<file path="config.mk">
export PLATFORM = sky130hd
export DESIGN_NAME = lcd_id_ctrl
export DESIGN_NICKNAME = d
export VERILOG_FILES = /design/src/rtl/lcd_id_ctrl.sv
export SDC_FILE = /design/constraint.sdc
export NUM_CORES = 1
export LEC_CHECK = 0
export CORE_ASPECT_RATIO = 1.2
export CORE_MARGIN = 1
export CORE_UTILIZATION = 48
export CTS_CLUSTER_DIAMETER = 40
export DETAILED_ROUTE_END_ITERATION = 8
export GPL_ROUTABILITY_DRIVEN = 0
export PLACE_DENSITY = 0.81
export SLEW_MARGIN = 20
export SYNTH_ARGS = -nofsm -noshare
export SYNTH_HDL_FRONTEND = slang
export SYNTH_SLANG_ARGS = --single-unit
</file>
<file path="constraint.sdc">
create_clock -name clk -period 2.1 [get_ports clk]
set_clock_uncertainty 0.1 [all_clocks]
set_input_delay 0.315 -clock clk [delete_from_list [all_inputs] [get_ports clk]]
set_output_delay 0.315 -clock clk [all_outputs]
set_load 0.1 [all_outputs]
</file>
<file path="src/rtl/lcd_id_ctrl.sv">
// Purpose: power-up sequencer that reads the 3 RGB LCD ID straps, debounces them and decodes panel geometry.
// Latency: cfg_valid rises SETTLE_CYC + (SAMPLE_NUM-1)*SAMPLE_GAP + 2 cycles after reset release on clean straps.
// Backpressure: none; rescan is a 1-cycle request honoured only once configuration is complete (DONE).
module lcd_id_ctrl #(
  parameter int SETTLE_CYC = 1000,
  parameter int SAMPLE_NUM = 4,
  parameter int SAMPLE_GAP = 50,
  parameter int MAX_RETRY  = 3
) (
  input  logic        clk,
  input  logic        rst_n,
  input  logic        rescan,
  input  logic [15:0] lcd_rgb_in,
  output logic        rgb_oe,
  output logic        cfg_valid,
  output logic        id_err,
  output logic [15:0] lcd_id,
  output logic [10:0] h_disp,
  output logic [10:0] v_disp,
  output logic [1:0]  clk_sel
);

  localparam int SET_W = (SETTLE_CYC > 1) ? $clog2(SETTLE_CYC) : 1;
  localparam int GAP_W = (SAMPLE_GAP > 1) ? $clog2(SAMPLE_GAP) : 1;
  localparam int SMP_W = $clog2(SAMPLE_NUM);
  localparam int RTY_W = (MAX_RETRY > 0) ? $clog2(MAX_RETRY + 1) : 1;

  typedef enum logic [2:0] {S_SETTLE, S_SAMPLE, S_CHECK, S_FAIL, S_DONE} state_t;

  typedef struct packed {
    logic        ok;
    logic [15:0] id;
    logic [10:0] h;
    logic [10:0] v;
    logic [1:0]  cs;
  } dec_t;

  // Panel table; unsupported strap codes fall back to the 480x272 entry with ok cleared.
  function automatic dec_t decode(input logic [2:0] raw);
    case (raw)
      3'b000:  decode = '{1'b1, 16'h4342, 11'd480,  11'd272, 2'd0};
      3'b001:  decode = '{1'b1, 16'h7084, 11'd800,  11'd480, 2'd1};
      3'b010:  decode = '{1'b1, 16'h7016, 11'd1024, 11'd600, 2'd2};
      3'b100:  decode = '{1'b1, 16'h4384, 11'd800,  11'd480, 2'd1};
      3'b101:  decode = '{1'b1, 16'h1018, 11'd1280, 11'd800, 2'd3};
      default: decode = '{1'b0, 16'h4342, 11'd480,  11'd272, 2'd0};
    endcase
  endfunction

  state_t             state_q, state_d;
  logic [SET_W-1:0]   settle_cnt_q, settle_cnt_d;
  logic [GAP_W-1:0]   gap_cnt_q, gap_cnt_d;
  logic [SMP_W-1:0]   sample_cnt_q, sample_cnt_d;
  logic [RTY_W-1:0]   retry_cnt_q, retry_cnt_d;
  logic [2:0]         ref_id_q, ref_id_d;
  logic               mis_q, mis_d;
  logic               rgb_oe_q, rgb_oe_d;
  logic               cfg_valid_q, cfg_valid_d;
  logic               id_err_q, id_err_d;
  logic [15:0]        lcd_id_q, lcd_id_d;
  logic [10:0]        h_disp_q, h_disp_d;
  logic [10:0]        v_disp_q, v_disp_d;
  logic [1:0]         clk_sel_q, clk_sel_d;

  logic [2:0] raw_id;
  dec_t       dec_ref;
  dec_t       dec_dflt;

  // Straps sit on the MSB of each colour channel: {B7,G7,R7}.
  assign raw_id   = {lcd_rgb_in[4], lcd_rgb_in[10], lcd_rgb_in[15]};
  assign dec_ref  = decode(ref_id_q);
  assign dec_dflt = decode(3'b000);

  // The remaining RGB pins carry pixel data and are of no interest here.
  logic unused_pins;
  assign unused_pins = ^{lcd_rgb_in[14:11], lcd_rgb_in[9:5], lcd_rgb_in[3:0]};

  // Next-state and output-load logic; counters default to clear so every state entry starts from zero.
  always_comb begin
    state_d      = state_q;
    settle_cnt_d = '0;
    gap_cnt_d    = '0;
    sample_cnt_d = '0;
    retry_cnt_d  = retry_cnt_q;
    ref_id_d     = ref_id_q;
    mis_d        = mis_q;
    id_err_d     = id_err_q;
    lcd_id_d     = lcd_id_q;
    h_disp_d     = h_disp_q;
    v_disp_d     = v_disp_q;
    clk_sel_d    = clk_sel_q;

    case (state_q)
      S_SETTLE: begin
        if (settle_cnt_q == SET_W'(SETTLE_CYC - 1)) begin
          state_d = S_SAMPLE;
        end else begin
          settle_cnt_d = settle_cnt_q + SET_W'(1);
        end
      end

      S_SAMPLE: begin
        if (sample_cnt_q == '0) begin
          // First cycle in SAMPLE: this reading becomes the reference.
          ref_id_d     = raw_id;
          sample_cnt_d = SMP_W'(1);
        end else if (gap_cnt_q == GAP_W'(SAMPLE_GAP - 1)) begin
          if (raw_id != ref_id_q) begin
            mis_d   = 1'b1;
            state_d = S_CHECK;
          end else if (sample_cnt_q == SMP_W'(SAMPLE_NUM - 1)) begin
            mis_d   = 1'b0;
            state_d = S_CHECK;
          end else begin
            sample_cnt_d = sample_cnt_q + SMP_W'(1);
          end
        end else begin
          sample_cnt_d = sample_cnt_q;
          gap_cnt_d    = gap_cnt_q + GAP_W'(1);
        end
      end

      S_CHECK: begin
        if (!mis_q) begin
          // Stable straps, but an unknown code is not worth retrying.
          if (dec_ref.ok) begin
            lcd_id_d  = dec_ref.id;
            h_disp_d  = dec_ref.h;
            v_disp_d  = dec_ref.v;
            clk_sel_d = dec_ref.cs;
            id_err_d  = 1'b0;
            state_d   = S_DONE;
          end else begin
            state_d = S_FAIL;
          end
        end else if (retry_cnt_q < RTY_W'(MAX_RETRY)) begin
          retry_cnt_d = retry_cnt_q + RTY_W'(1);
          state_d     = S_SETTLE;
        end else begin
          state_d = S_FAIL;
        end
      end

      S_FAIL: begin
        lcd_id_d  = dec_dflt.id;
        h_disp_d  = dec_dflt.h;
        v_disp_d  = dec_dflt.v;
        clk_sel_d = dec_dflt.cs;
        id_err_d  = 1'b1;
        state_d   = S_DONE;
      end

      S_DONE: begin
        // Geometry is kept across a rescan so the driver sees the last good values until reload.
        if (rescan) begin
          id_err_d    = 1'b0;
          retry_cnt_d = '0;
          state_d     = S_SETTLE;
        end
      end

      default: state_d = S_SETTLE;
    endcase

    // Pin ownership and valid flip together on entry to / exit from DONE.
    cfg_valid_d = (state_d == S_DONE);
    rgb_oe_d    = (state_d == S_DONE);
  end

  // State, counters and registered outputs.
  always_ff @(posedge clk or negedge rst_n) begin
    if (!rst_n) begin
      state_q      <= S_SETTLE;
      settle_cnt_q <= '0;
      gap_cnt_q    <= '0;
      sample_cnt_q <= '0;
      retry_cnt_q  <= '0;
      ref_id_q     <= '0;
      mis_q        <= 1'b0;
      rgb_oe_q     <= 1'b0;
      cfg_valid_q  <= 1'b0;
      id_err_q     <= 1'b0;
      lcd_id_q     <= '0;
      h_disp_q     <= '0;
      v_disp_q     <= '0;
      clk_sel_q    <= '0;
    end else begin
      state_q      <= state_d;
      settle_cnt_q <= settle_cnt_d;
      gap_cnt_q    <= gap_cnt_d;
      sample_cnt_q <= sample_cnt_d;
      retry_cnt_q  <= retry_cnt_d;
      ref_id_q     <= ref_id_d;
      mis_q        <= mis_d;
      rgb_oe_q     <= rgb_oe_d;
      cfg_valid_q  <= cfg_valid_d;
      id_err_q     <= id_err_d;
      lcd_id_q     <= lcd_id_d;
      h_disp_q     <= h_disp_d;
      v_disp_q     <= v_disp_d;
      clk_sel_q    <= clk_sel_d;
    end
  end

  assign rgb_oe    = rgb_oe_q;
  assign cfg_valid = cfg_valid_q;
  assign id_err    = id_err_q;
  assign lcd_id    = lcd_id_q;
  assign h_disp    = h_disp_q;
  assign v_disp    = v_disp_q;
  assign clk_sel   = clk_sel_q;

endmodule

</file>
==> results.txt <==
Run status: finished, violations left
Failing checks: negative hold slack
DIE AREA: 5124 µm²
Part of the power in the clock network: 34.6%
Num CTS Buffers: 5
Core area: 4628 µm²
Footprint of the multi-input gates: 1035 µm²
First-pass DRT Iterations: 4
Clock sinks: 43
Final hold slack: -0.01981 ns
Setup TNS: 0 ns
Commonest cells after routing, fill and taps aside: 43 x dfrtp_1, 34 x buf_4, 23 x nor2_1
RSZ-0062 raised after global routing: no
Antenna diodes: 0
Root buffer selected by CTS: clkbuf_8
Flops & latches, synth: 43
Vias post-DR: 1578
Critical path arrival: 1.83 ns
Die Wd: 65.51 µm
Io pins: 62
Site Rows: 27
Worst setup path class: reg2reg
Reg2Reg Depth: 5
Final setup violation count: 0
Antenna Nets Post-Route: 0
Yosys cell types: 48
MaxCap Viol Count: 0
Slew at the pin with the worst max-slew slack: 0.5358 ns
Post-synth EDFFs: 0
Share of post-route cells with drive strength above 1: 23.48%
P_sw: 0.0004213 W
Fin. Hold Viols: 25
Tmin final: 1.731 ns
Htree depth: 2
CP Max Fanout: 10
DRC Markers: 0
VDD IR max: 0.3606 mV
Post-layout nets: 271
Most used DFF post-synth: dfrtp_1
Pin count of the biggest net entering global routing: 44
Avg Cell Area, Syn: 10.66 µm²
Post-synthesis async set-or-reset flop share: 100.0%
Drt total wl: 3776 µm
DP Wirelength: 2821 µm
Avg WL per Cell: 12.38 µm
# fillers: 407
Post-CTS Repair Setup Buffers: 0
Worst min-delay path category: in2async
Synth-to-Final Area Change: 11.85%
Gate Count Post-Synth: 218
Area of the mapped netlist: 2323 µm²
Clock Latency Late Sink: 0.30 ns
Cts-stage hold buffer count: 0
Slew HR: 64.04%
Vias in the first global route: 1554
Sw frac: 28.14%
P_leak: 1.264 nW
Crit path capture type: flip-flop
Port buffer count: 34
Startpoint types: flip-flop
Comb power frac: 10.1%
GRT overflow: 0
Vias/cell: 5.174
Global-route wire length before repair: 6575 µm
Sequential area share after synthesis: 46.31%
Die height: 78.22 µm
Pins Over Slew Limit: 0
TritonCTS clock tree: yes
Yosys warns: 0
All-Layer GR Usage: 16.68%
Register area: 1076 µm²
RR Startpoint: ref_id_q[0]$_DFFE_PN0P_
Initial antenna violation count: 0
Sequential Power Share: 55.3%
Worst EP required: 2.20 ns
Int Pwr: 0.001076 W
Pwr Density: 576.2 nW/µm²
Commonest non-fill, non-tap cell in the layout: dfrtp_1
RR Endpoint: v_disp[6]$_DFFE_PN0P_
Clock buffer depth: 2
R2R setup slack: 0.37 ns
DRT iter0 DRCs: 90
Initial Utilization: 50.20%
Post-CTS resize count: 0
Highest Clock Rate: 577.6 MHz
Clock transition at the registers of the reported paths: 0.09 ns
Final period util: 82.44%
==> power by group through the flow <==
stage	sequential (W)	combinational, W	clock [W]
final	0.000829	0.000151	0.000518
after floorplan	0.000845	0.000141	0
after detailed placement	0.000845	0.000152	0
after global routing	0.000829	0.000158	0.000568
after global placement	0.000845	0.000151	0
after CTS	0.000829	0.000152	0.000529
==> metal layers <==
layer | wire length [µm] | GRT usage [%]
met1 | 1551 | 18.08
met2 | 2006 | 30.31
met3 | 157 | 4.360
met4 | 60 | 6.304
met5 | 0 | 0
==> critical path: stages, from the launching register on <==
cell     delay [ns]
dfrtp_1        0.52
o21ai_1        0.25
and2b_1        0.24
o21ai_1        0.12
buf_4          0.20
a32o_1         0.20
==> final cells by class <==
class                      instances  area share, %
clock buffer                       6          2.792
clock inverter                     2         0.4815
inverter                           8          1.156
multi-input combinational        149          39.82
sequential                        43          41.41
tap                               58          2.792
timing repair buffer              39          11.56
==> kinds of logic after synthesis <==
kind of cell,count (synthesis),synth area share (%)
AND/OR/NAND/NOR,74,18.31
flip-flops,43,46.31
buffers and inverters,39,11.25
AO/OA/AOI/OAI,33,11.69
XOR/XNOR,18,7.109
adder cells (fa/ha/maj),6,3.231
multiplexers,4,1.938
other,1,0.1614
==> metrics by stage <==
step	power [W]	area, µm²	std cells	setup slack [ns]	utilization (%)
after global placement	0.0009960	2514	297	0.2179	54.31
after CTS	0.001510	2599	305	0.3568	56.15
final	0.001498	2599	305	0.3687	56.15
after floorplan	0.0009863	2372	231	0.3116	-
after detailed placement	0.0009971	2514	297	0.1657	54.31
after global routing	0.001555	2599	305	0.2361	56.15
==> sequential cells by signal, indices dropped and copies added, names as in the netlist <==
register,flops
gap_cnt_q,6
settle_cnt_q,10
id_err,1
v_disp,5
retry_cnt_q,2
lcd_id,7
h_disp,1
state_q,3
clk_sel,1
cfg_valid,1
sample_cnt_q,2
ref_id_q,3
mis_q,1
==> cells in the mapped netlist (2+ instances only) <==
cell type	count	area, µm²
buf_4	28	210.2
a22o_1	3	26.28
nor3_1	5	25.02
and3_1	3	18.77
nand2b_1	3	18.77
nor3b_4	2	37.54
nor3_2	2	20.02
nand2_1	11	41.29
xor2_1	9	78.83
a21o_1	3	22.52
nor2_1	23	86.33
and2_1	2	12.51
o21ai_1	5	25.02
o22a_1	4	35.03
and2b_1	2	15.01
dfrtp_1	43	1076
a21oi_1	3	15.01
mux2_1	3	33.78
inv_1	8	30.03
o2bb2ai_1	4	35.03
nand2_2	2	12.51
xnor2_1	8	70.07
nand4_1	4	25.02
nand3_1	8	40.04
buf_2	2	10.01
ha_1	6	75.07
==> worst max path at each step <==
stage | depth (start not counted) | startpoint | endpoint
after floorplan | 1 | lcd_id[4]$_DFFE_PN0P_ | h_disp[10]
after global placement | 5 | lcd_rgb_in[15] | state_q[0]$_DFF_PN0_
after detailed placement | 5 | lcd_rgb_in[15] | state_q[0]$_DFF_PN0_
after CTS | 5 | ref_id_q[0]$_DFFE_PN0P_ | h_disp[5]$_DFFE_PN0P_
after global routing | 5 | ref_id_q[0]$_DFFE_PN0P_ | v_disp[6]$_DFFE_PN0P_
final | 5 | ref_id_q[0]$_DFFE_PN0P_ | v_disp[6]$_DFFE_PN0P_
Note: power is estimated with default switching activity, not from simulation.
